==> config.mk <==
export PLATFORM = sky130hd
export DESIGN_NAME = if_fetch_unit_flat
export DESIGN_NICKNAME = d
export VERILOG_FILES = /design/src/rtl/cpu_fetch_pkg.sv /design/src/rtl/if_fetch_unit_if.sv /design/src/rtl/if_id_buffer.sv /design/src/rtl/if_fetch_unit.sv /design/src/flat_wrapper.sv
export SDC_FILE = /design/constraint.sdc
export NUM_CORES = 1
export LEC_CHECK = 0
export CORE_MARGIN = 1
export CORE_UTILIZATION = 45
export CTS_CLUSTER_SIZE = 20
export DETAILED_ROUTE_END_ITERATION = 16
export HOLD_SLACK_MARGIN = 0.08
export PLACE_DENSITY = 0.73
export SYNTH_ARGS = -nofsm -noshare
export SYNTH_HDL_FRONTEND = slang
export SYNTH_SLANG_ARGS = --single-unit
==> constraint.sdc <==
create_clock -name clk -period 3 [get_ports clk]
set_clock_uncertainty 0.2 [all_clocks]
set_input_delay 0.45 -clock clk [delete_from_list [all_inputs] [get_ports clk]]
set_output_delay 0.45 -clock clk [all_outputs]
set_load 0.02 [all_outputs]
==> src/rtl/cpu_fetch_pkg.sv <==
// Shared types and reset defaults for the instruction-fetch stage.
package cpu_fetch_pkg;

    typedef enum logic [1:0] {
        IDLE,
        FETCH,
        KILL,
        HOLD
    } fetch_state_e;

    localparam logic [31:0] RESET_PC_DEFAULT  = 32'h0000_0000;
    localparam logic [31:0] NOP_INSTR_DEFAULT = 32'h0000_0013;
    localparam logic [31:0] PC_ALIGN_MASK     = 32'hFFFF_FFFC;

endpackage

==> src/rtl/if_fetch_unit_if.sv <==
// Instruction-memory request/ack bus between the fetch unit and the memory side.
interface if_fetch_unit_if;

    logic        im_req;
    logic [31:0] im_addr;
    logic        im_ack;
    logic [31:0] im_rdata;

    modport master (
        output im_req,
        output im_addr,
        input  im_ack,
        input  im_rdata
    );

    modport slave (
        input  im_req,
        input  im_addr,
        output im_ack,
        output im_rdata
    );

endinterface

==> src/rtl/if_id_buffer.sv <==
// One-entry skid buffer plus the IF/ID pipeline register; pure datapath steered by
// strobes from the fetch FSM.
module if_id_buffer
    import cpu_fetch_pkg::*;
#(
    parameter logic [31:0] NOP_INSTR = NOP_INSTR_DEFAULT
) (
    input  logic        clk,
    input  logic        rst,
    input  logic        load_mem_i,
    input  logic        load_buf_i,
    input  logic        bubble_i,
    input  logic        buf_wr_i,
    input  logic [31:0] pc_i,
    input  logic [31:0] rdata_i,
    output logic [31:0] pc_o,
    output logic [31:0] instr_o,
    output logic        valid_o
);

    logic [31:0] buf_q;
    logic        buf_vld_q;
    logic [31:0] pc_q;
    logic [31:0] instr_q;
    logic        valid_q;

    always_ff @(posedge clk) begin
        if (rst) begin
            buf_q     <= NOP_INSTR;
            buf_vld_q <= 1'b0;
            pc_q      <= '0;
            instr_q   <= NOP_INSTR;
            valid_q   <= 1'b0;
        end else begin
            if (buf_wr_i) begin
                buf_q     <= rdata_i;
                buf_vld_q <= 1'b1;
            end else if (load_buf_i || bubble_i) begin
                buf_vld_q <= 1'b0;
            end

            // Bubbles keep the last PC; only instr/valid are meaningful.
            if (bubble_i) begin
                instr_q <= NOP_INSTR;
                valid_q <= 1'b0;
            end else if (load_mem_i) begin
                pc_q    <= pc_i;
                instr_q <= rdata_i;
                valid_q <= 1'b1;
            end else if (load_buf_i) begin
                pc_q    <= pc_i;
                instr_q <= buf_q;
                valid_q <= buf_vld_q;
            end
        end
    end

    assign pc_o    = pc_q;
    assign instr_o = instr_q;
    assign valid_o = valid_q;

endmodule

==> src/rtl/if_fetch_unit.sv <==
// Instruction fetch stage: sequences memory requests, handles stalls and jump
// redirection, and feeds the IF/ID register.
module if_fetch_unit
    import cpu_fetch_pkg::*;
#(
    parameter logic [31:0] RESET_PC  = RESET_PC_DEFAULT,
    parameter logic [31:0] NOP_INSTR = NOP_INSTR_DEFAULT
) (
    input  logic                   clk,
    input  logic                   rst,
    input  logic                   pc_stall,
    input  logic                   instruction_stall,
    input  logic                   pc_jump_confirm,
    input  logic [31:0]            pc_jump_addr,
    if_fetch_unit_if.master        im,
    output logic [31:0]            if_id_pc,
    output logic [31:0]            if_id_instr,
    output logic                   if_id_valid,
    output logic                   fetch_busy
);

    fetch_state_e state_q, state_d;
    logic [31:0]  pc_q, pc_d;
    logic [31:0]  tgt_q, tgt_d;
    logic         im_req_q;
    logic [31:0]  jump_tgt;
    logic         advance;
    logic         load_mem, load_buf, bubble, buf_wr;

    assign advance  = !pc_stall && !instruction_stall;
    assign jump_tgt = pc_jump_addr & PC_ALIGN_MASK;

    always_comb begin
        state_d  = state_q;
        pc_d     = pc_q;
        tgt_d    = tgt_q;
        load_mem = 1'b0;
        load_buf = 1'b0;
        bubble   = 1'b0;
        buf_wr   = 1'b0;
        case (state_q)
            IDLE: begin
                state_d = FETCH;
                if (pc_jump_confirm) begin
                    pc_d   = jump_tgt;
                    bubble = 1'b1;
                end
            end
            FETCH: begin
                if (im.im_ack) begin
                    if (pc_jump_confirm) begin
                        pc_d   = jump_tgt;
                        bubble = 1'b1;
                    end else if (advance) begin
                        load_mem = 1'b1;
                        pc_d     = pc_q + 32'd4;
                    end else begin
                        buf_wr  = 1'b1;
                        state_d = HOLD;
                    end
                end else if (pc_jump_confirm) begin
                    // Request still in flight: park the target until it returns.
                    tgt_d   = jump_tgt;
                    bubble  = 1'b1;
                    state_d = KILL;
                end else if (!instruction_stall) begin
                    bubble = 1'b1;
                end
            end
            KILL: begin
                bubble = 1'b1;
                if (pc_jump_confirm) begin
                    tgt_d = jump_tgt;
                end
                if (im.im_ack) begin
                    pc_d    = tgt_d;
                    state_d = FETCH;
                end
            end
            HOLD: begin
                if (pc_jump_confirm) begin
                    pc_d    = jump_tgt;
                    bubble  = 1'b1;
                    state_d = FETCH;
                end else if (advance) begin
                    load_buf = 1'b1;
                    pc_d     = pc_q + 32'd4;
                    state_d  = FETCH;
                end
            end
        endcase
    end

    always_ff @(posedge clk) begin
        if (rst) begin
            state_q  <= IDLE;
            pc_q     <= RESET_PC;
            tgt_q    <= RESET_PC;
            im_req_q <= 1'b0;
        end else begin
            state_q  <= state_d;
            pc_q     <= pc_d;
            tgt_q    <= tgt_d;
            im_req_q <= (state_d == FETCH) || (state_d == KILL);
        end
    end

    assign im.im_req  = im_req_q;
    assign im.im_addr = pc_q;

    assign fetch_busy = (state_q == IDLE) || (state_q == KILL) ||
                        ((state_q == FETCH) && !im.im_ack);

    if_id_buffer #(
        .NOP_INSTR(NOP_INSTR)
    ) u_if_id_buffer (
        .clk       (clk),
        .rst       (rst),
        .load_mem_i(load_mem),
        .load_buf_i(load_buf),
        .bubble_i  (bubble),
        .buf_wr_i  (buf_wr),
        .pc_i      (pc_q),
        .rdata_i   (im.im_rdata),
        .pc_o      (if_id_pc),
        .instr_o   (if_id_instr),
        .valid_o   (if_id_valid)
    );

endmodule

==> src/flat_wrapper.sv <==
// flat-port wrapper written by rule: the top's interface ports become plain ports
module if_fetch_unit_flat import cpu_fetch_pkg::*;
#(
    parameter logic [31:0] RESET_PC  = RESET_PC_DEFAULT,
    parameter logic [31:0] NOP_INSTR = NOP_INSTR_DEFAULT
)
  (clk, rst, pc_stall, instruction_stall, pc_jump_confirm, pc_jump_addr, if_id_pc, if_id_instr, if_id_valid, fetch_busy, im_im_req, im_im_addr, im_im_ack, im_im_rdata);
  if_fetch_unit_if im_i ();
  input  logic clk;
  input  logic rst;
  input  logic pc_stall;
  input  logic instruction_stall;
  input  logic pc_jump_confirm;
  input  logic [31:0] pc_jump_addr;
  output logic [31:0] if_id_pc;
  output logic [31:0] if_id_instr;
  output logic if_id_valid;
  output logic fetch_busy;
  output wire logic [$bits(im_i.im_req)-1:0] im_im_req;
  output wire logic [$bits(im_i.im_addr)-1:0] im_im_addr;
  input wire logic [$bits(im_i.im_ack)-1:0] im_im_ack;
  input wire logic [$bits(im_i.im_rdata)-1:0] im_im_rdata;
  assign im_im_req = im_i.im_req;
  assign im_im_addr = im_i.im_addr;
  assign im_i.im_ack = im_im_ack;
  assign im_i.im_rdata = im_im_rdata;
  if_fetch_unit #(.RESET_PC(RESET_PC), .NOP_INSTR(NOP_INSTR)) u_core (.clk(clk), .rst(rst), .pc_stall(pc_stall), .instruction_stall(instruction_stall), .pc_jump_confirm(pc_jump_confirm), .pc_jump_addr(pc_jump_addr), .im(im_i), .if_id_pc(if_id_pc), .if_id_instr(if_id_instr), .if_id_valid(if_id_valid), .fetch_busy(fetch_busy));
endmodule
# Word level (Yosys, flattened, before mapping)

Cells that the tools add are included.

Flip-flop bits (word level): 165
Bits in latches: 0
Bits in writable memories: 0
Memory bits (read-only): 0
Input bits: 70
Output and inout port bits: 99
Word-level logic and storage cells: 77
Memories: 0

Add/subtract/negate cells: 1
Multipliers: 0
Div/mod/pow operators: 0
Magnitude comparators: 0
Eq/ne operators: 9
Shifts and indexed selects: 0
Multiplexer cells: 39
Bitwise gates (word level): 1
Reduce and logical (&&, ||, !) cells: 18

Operators with widths:

| operator                                                        | number |
|---|---|
| 32-bit 2-to-1 mux                                               | 11 |
| 32-bit case mux with 4 select lines                             | 1 |
| 32-bit case mux with 2 select lines                             | 1 |
| 32-bit by 3-bit adder with 32-bit output, second input constant | 1 |
| 1-bit 2-to-1 mux                                                | 17 |
| 2-bit 2-to-1 mux                                                | 7 |
| 2-bit != test, second input constant                            | 4 |
| 2-bit case mux with 4 select lines                              | 1 |
| 2-bit == test, second input constant                            | 3 |
| 2-bit nonzero test                                              | 3 |
| 2-bit by 1-bit == test with 1-bit output, second input constant | 2 |
| 1-bit logical OR                                                | 4 |
| 2-bit AND reduction                                             | 2 |
| 2-bit OR reduction                                              | 2 |
| 1-bit logical NOT                                               | 3 |
| 1-bit case mux with 3 select lines                              | 1 |
| 3-bit AND reduction                                             | 1 |
| 1-bit logical AND                                               | 2 |
| 2-bit logical NOT                                               | 1 |
| 1-bit inverter                                                  | 1 |

# Depth between registers and ports, before layout

Depth in word-level cells: 8
Depth in mapped cells: 10
Mapped depth without buffers: 7

# Hierarchy

A second synthesis with hierarchy kept.

Cells, all modules: 947
Area total of the unflattened synthesis: 8508.2 um^2

Modules (own cells, without submodules):

| module        | instances | cells each | area an instance (um^2) | sequential area each (um^2) |
|---|---|---|---|---|
| if_id_buffer  | 1         | 395        | 4384.2                  | 1961.9 |
| if_fetch_unit | 1         | 552        | 4124.0                  | 1341.3 |

# Least setup slack after synthesis

Ideal clock, no wire load.

Path kind: register to register
From: reg u_core.state_q[0]
To: reg u_core.pc_q[31], in the netlist u_core.im.im_addr[31]
Setup time: 0.134 ns
Arrival: 2.016 ns
Data required time: 2.666 ns
Setup slack: 0.650 ns
Stages on the path, launching flop included: 8
Path buffers: 0
Clock period less this slack: 2.350 ns
Cells stage by stage: dfxtp_1 > inv_1 > ha_1 > o21bai_1 > o211a_2 > nor2_1 > o2bb2ai_1 > or4_1

Cells in the longest elaborated chain, start to end: 3
Elaborated cells between the ends (all ways): 9
Those cells by class: 6 x eq/ne; 1 x mux; 2 x reduce/logical

RTL lines:

| element                               | RTL line             | text |
|---|---|---|
| start, declared                       | if_fetch_unit.sv:22  | `fetch_state_e state_q, state_d;` |
| start signal, assigned                | if_fetch_unit.sv:101 | `state_q <= state_d;` |
| 2-bit == test (tied with other cells) | if_fetch_unit.sv:41  | `case (state_q)` |
| 2-bit != test (no line)               | --                   |  |
| 3-bit AND reduction (no line)         | --                   |  |
| end signal, assigned                  | if_fetch_unit.sv:102 | `pc_q <= pc_d;` |
| end, declared                         | if_fetch_unit.sv:23  | `logic [31:0] pc_q, pc_d;` |

Several ways; a longest one is shown, not always the timed one.
A chain may end at the register's enable or synchronous reset.

# Worst setup path in the final report

From: reg u_core.state_q[1]
To: out fetch_busy

Cells in the longest elaborated chain, start to end: 3
Elaborated cells between the ends (all ways): 6
Those cells by class: 2 x eq/ne; 4 x reduce/logical

RTL lines:

| element                                                      | RTL line                                   | text |
|---|---|---|
| 2-bit == test (tied with other cells)                        | if_fetch_unit.sv:111                       | `assign fetch_busy = (state_q == IDLE) \|\| (state_q == KILL) \|\|` |
| 1-bit logical OR / 1-bit logical AND (equally long branches) | if_fetch_unit.sv:111, if_fetch_unit.sv:112 |  |
| 1-bit logical OR (*)                                         | if_fetch_unit.sv:111                       |  |
| end, declared                                                | flat_wrapper.sv:18                         | `output logic fetch_busy;` |

Every way passes the cells marked *; elsewhere a longest branch is shown, timed or not.

==> metrics.txt <==
Top FF cell, synth=dfxtp_1; Clock Tree Root=clkbuf_16; sequential share of power=0.455; Max VDD drop=388 uV; Warnings, synthesis=0; max_slew headroom=0.633; grt met1 use=0.324; drc violations=0; worst-path cell chain=inv_1 > ha_2 > nor2b_1 > or3_1 > clkdlybuf4s50_1; DRT antenna net count=0; Horiz. Die Dim=129 microns; Mapped Area=0.00731 sq mm; clock-pin slew on the worst setup and hold paths=60 ps; Syn-to-layout area delta=35.0%; Distinct cells, synth=69; dpl ws=154 ps; H-tree depth=4; met2 Use GR=0.430; first-pass GRT wire length=34400 microns; P_leak=3.49 nW; pin count of the biggest net entering global routing=117; most common cell after layout, fill and taps aside=nand2_1; GRT Util Overall=0.263; Syn Area/Cell=8.05 sq um; crit start category=register; DRT iter0 DRCs=629; RSZ-0062 raised after global routing=false; slowest cell on the critical path=clkdlybuf4s50_1; Max Cap Violations=0; vias in the first global route=6764; post-CTS setup-driven buffer insertion count=0; Rows=46; FFs w/ async S/R, synth=0; Initial Utilization=0.460; Via density=5.62; clock latency on the worst-skew pair=430 ps; Worst-Margin Slew=550 ps; # IOs=169; CP max FO=8; met3 Use GR=0.0747; Comb power frac=0.154; die height=129 microns; CTS Buffer Depth=2; min-delay worst type=reg2reg; GPL Wtd Cong=0.852; Power per Cell Area=530 mW/mm^2; fin nets=1138; Fin. Hold Viols=0; drt total wl=21400 microns; global routing's busiest layer=met2; initial antenna violation count=0; Final setup viols=0; CP Data Required Time=2350 ps; Seq/Total Area, Yosys=0.452; clock network fraction of total power=0.391; Sink Count=165; layout cells sized above 1=0.0856; Max Fclk=343 MHz; detailed placement HPWL=14400 microns; Yosys reg bits=165; Tcrit/Tclk final=0.972; vias=7261; Worst Slack Setup Final=84.4 ps; clock buffer count from CTS=17; Syn Nets=984; commonest cells after routing, fill and taps aside=nand2_1 (219), clkdlybuf4s50_1 (165), dfxtp_1 (164); total negative slack=0 ps; Sw Pwr=1.48 mW; status=finished clean; routed len/inst=16.6 microns; die area=0.0168 sq mm; Worst Path Arrival=2270 ps; CTS tree=done; number of flops mapped to enable cells by yosys=0; sw frac=0.283; CP peak stage delay=560 ps; IO buf count=166; drt pass-1 iters=9; Setup crit end kind=output pin; gr ovfl total=0; WS Path Type=reg2out; Int Pwr=3.75 mW; Post-Syn Instances=908; Slew Limit Fails=0; Core Util, Final=0.622; number of diodes=0; Core Area=0.0159 sq mm; Final Critical Period=2920 ps; fill count=1429
[cell usage after synthesis (2+ instances only)]
cell type,count,area share
a211o_1,2,0.0024
a211oi_1,9,0.0092
a21o_1,4,0.0041
a21oi_1,110,0.075
a221o_1,7,0.0096
a221oi_1,14,0.017
a222oi_1,27,0.037
a22o_1,2,0.0024
a22oi_1,5,0.0051
a31oi_1,3,0.0026
a32o_1,2,0.0027
and2_1,2,0.0017
and3_1,5,0.0043
buf_2,16,0.011
clkbuf_1,52,0.027
dfxtp_1,165,0.45
ha_1,6,0.010
inv_1,17,0.0087
mux2i_1,9,0.012
nand2_1,219,0.11
nand2b_1,6,0.0051
nand3_1,25,0.017
nand3b_1,3,0.0031
nand4_1,5,0.0043
nand4_2,2,0.0034
nor2_1,65,0.033
nor2b_1,8,0.0068
nor3_1,10,0.0068
nor3b_1,3,0.0031
nor4_1,7,0.0060
nor4_4,2,0.0058
o21ai_0,25,0.017
o21ai_1,4,0.0027
o221ai_1,2,0.0024
o22ai_1,6,0.0051
o2bb2ai_1,2,0.0024
o31a_1,2,0.0024
o31ai_1,7,0.0072
o32a_1,2,0.0027
o41ai_1,2,0.0024
or2_1,3,0.0026
or3_1,2,0.0017
or4_1,4,0.0041
xnor2_1,4,0.0048
xor2_1,7,0.0084
[worst max-delay path, delay by kind of cell, from the launching register on]
kind	cells	cell delay (ps)
buf+inv	2	670
simple gates	2	550
flops	1	370
fa+ha+maj	1	250
[layer usage]
layer | wire length, microns | part of all wire | vias up
li1 | - | - | 3544
met1 | 9130 | 0.43 | 3384
met2 | 10000 | 0.47 | 293
met3 | 1720 | 0.080 | 40
met4 | 493 | 0.023 | 0
met5 | 0 | 0 | -
[worst paths after layout]
kind                                          startpoint                                     endpoint  slack [ps]  cells after the start
max                         u_core.state_q[1]$_SDFF_PP0_                                   fetch_busy          80                      5
min          u_core.u_if_id_buffer.pc_o[27]$_SDFFE_PP0P_  u_core.u_if_id_buffer.pc_o[27]$_SDFFE_PP0P_         250                      2
max reg2reg                 u_core.state_q[1]$_SDFF_PP0_           u_core.im.im_addr[25]$_SDFFE_PP0P_         430                      8
min reg2reg  u_core.u_if_id_buffer.pc_o[27]$_SDFFE_PP0P_  u_core.u_if_id_buffer.pc_o[27]$_SDFFE_PP0P_         250                      2
[cells by family (layout without fill, tap and decap cells)]
kind of cell | after synthesis | after routing | share of synthesized area
simple gates | 381 | 381 | 0.236
flops | 165 | 165 | 0.452
buf+inv | 85 | 252 | 0.0464
xor+xnor | 11 | 11 | 0.0132
compound gates | 250 | 250 | 0.229
mux | 10 | 10 | 0.0139
fa+ha+maj | 6 | 6 | 0.0103
[final cells by class]
type | count | area (sq um) | area share
multi-input cells | 658 | 3700 | 0.374
clock buffers | 19 | 453 | 0.0459
flip-flops and latches | 165 | 3300 | 0.335
repair buffers | 203 | 1990 | 0.201
clock inverters | 13 | 98.8 | 0.0100
inverters | 17 | 63.8 | 0.00646
well taps | 216 | 270 | 0.0274
[power groups by stage]
stage               combinational [mW]  sequential, mW  clock, mW
floorplan                        0.367            2.47          0
global placement                 0.790            2.42          0
detailed placement               0.799            2.43          0
CTS                              0.804            2.38       2.09
global route                     0.875            2.39       2.17
finish                           0.808            2.38       2.05
[stage by stage]
stage / power (mW) / hold WS [ps] / cells / area (sq um)
global route: 5.44 / 266 / 1291 / 9870
finish: 5.23 / 251 / 1291 / 9870
CTS: 5.27 / 255 / 1291 / 9870
global placement: 3.21 / 242 / 1259 / 9320
detailed placement: 3.23 / 246 / 1259 / 9320
floorplan: 2.83 / 236 / 908 / 7310
[what timing repair did]
action                                  CTS  global route
gates resized for setup                   2             1
endpoints found under the setup margin    1             1
hold buffers                              0             0
[flip-flops by register name, indices dropped and copies added (netlist names)]
name                             cells
u_core.im.im_addr                   32
u_core.im.im_req                     1
u_core.state_q                       2
u_core.tgt_q                        32
u_core.u_if_id_buffer.buf_q         32
u_core.u_if_id_buffer.buf_vld_q      1
u_core.u_if_id_buffer.instr_o       32
u_core.u_if_id_buffer.pc_o          32
u_core.u_if_id_buffer.valid_o        1
Power figures use the tool's default switching activity.
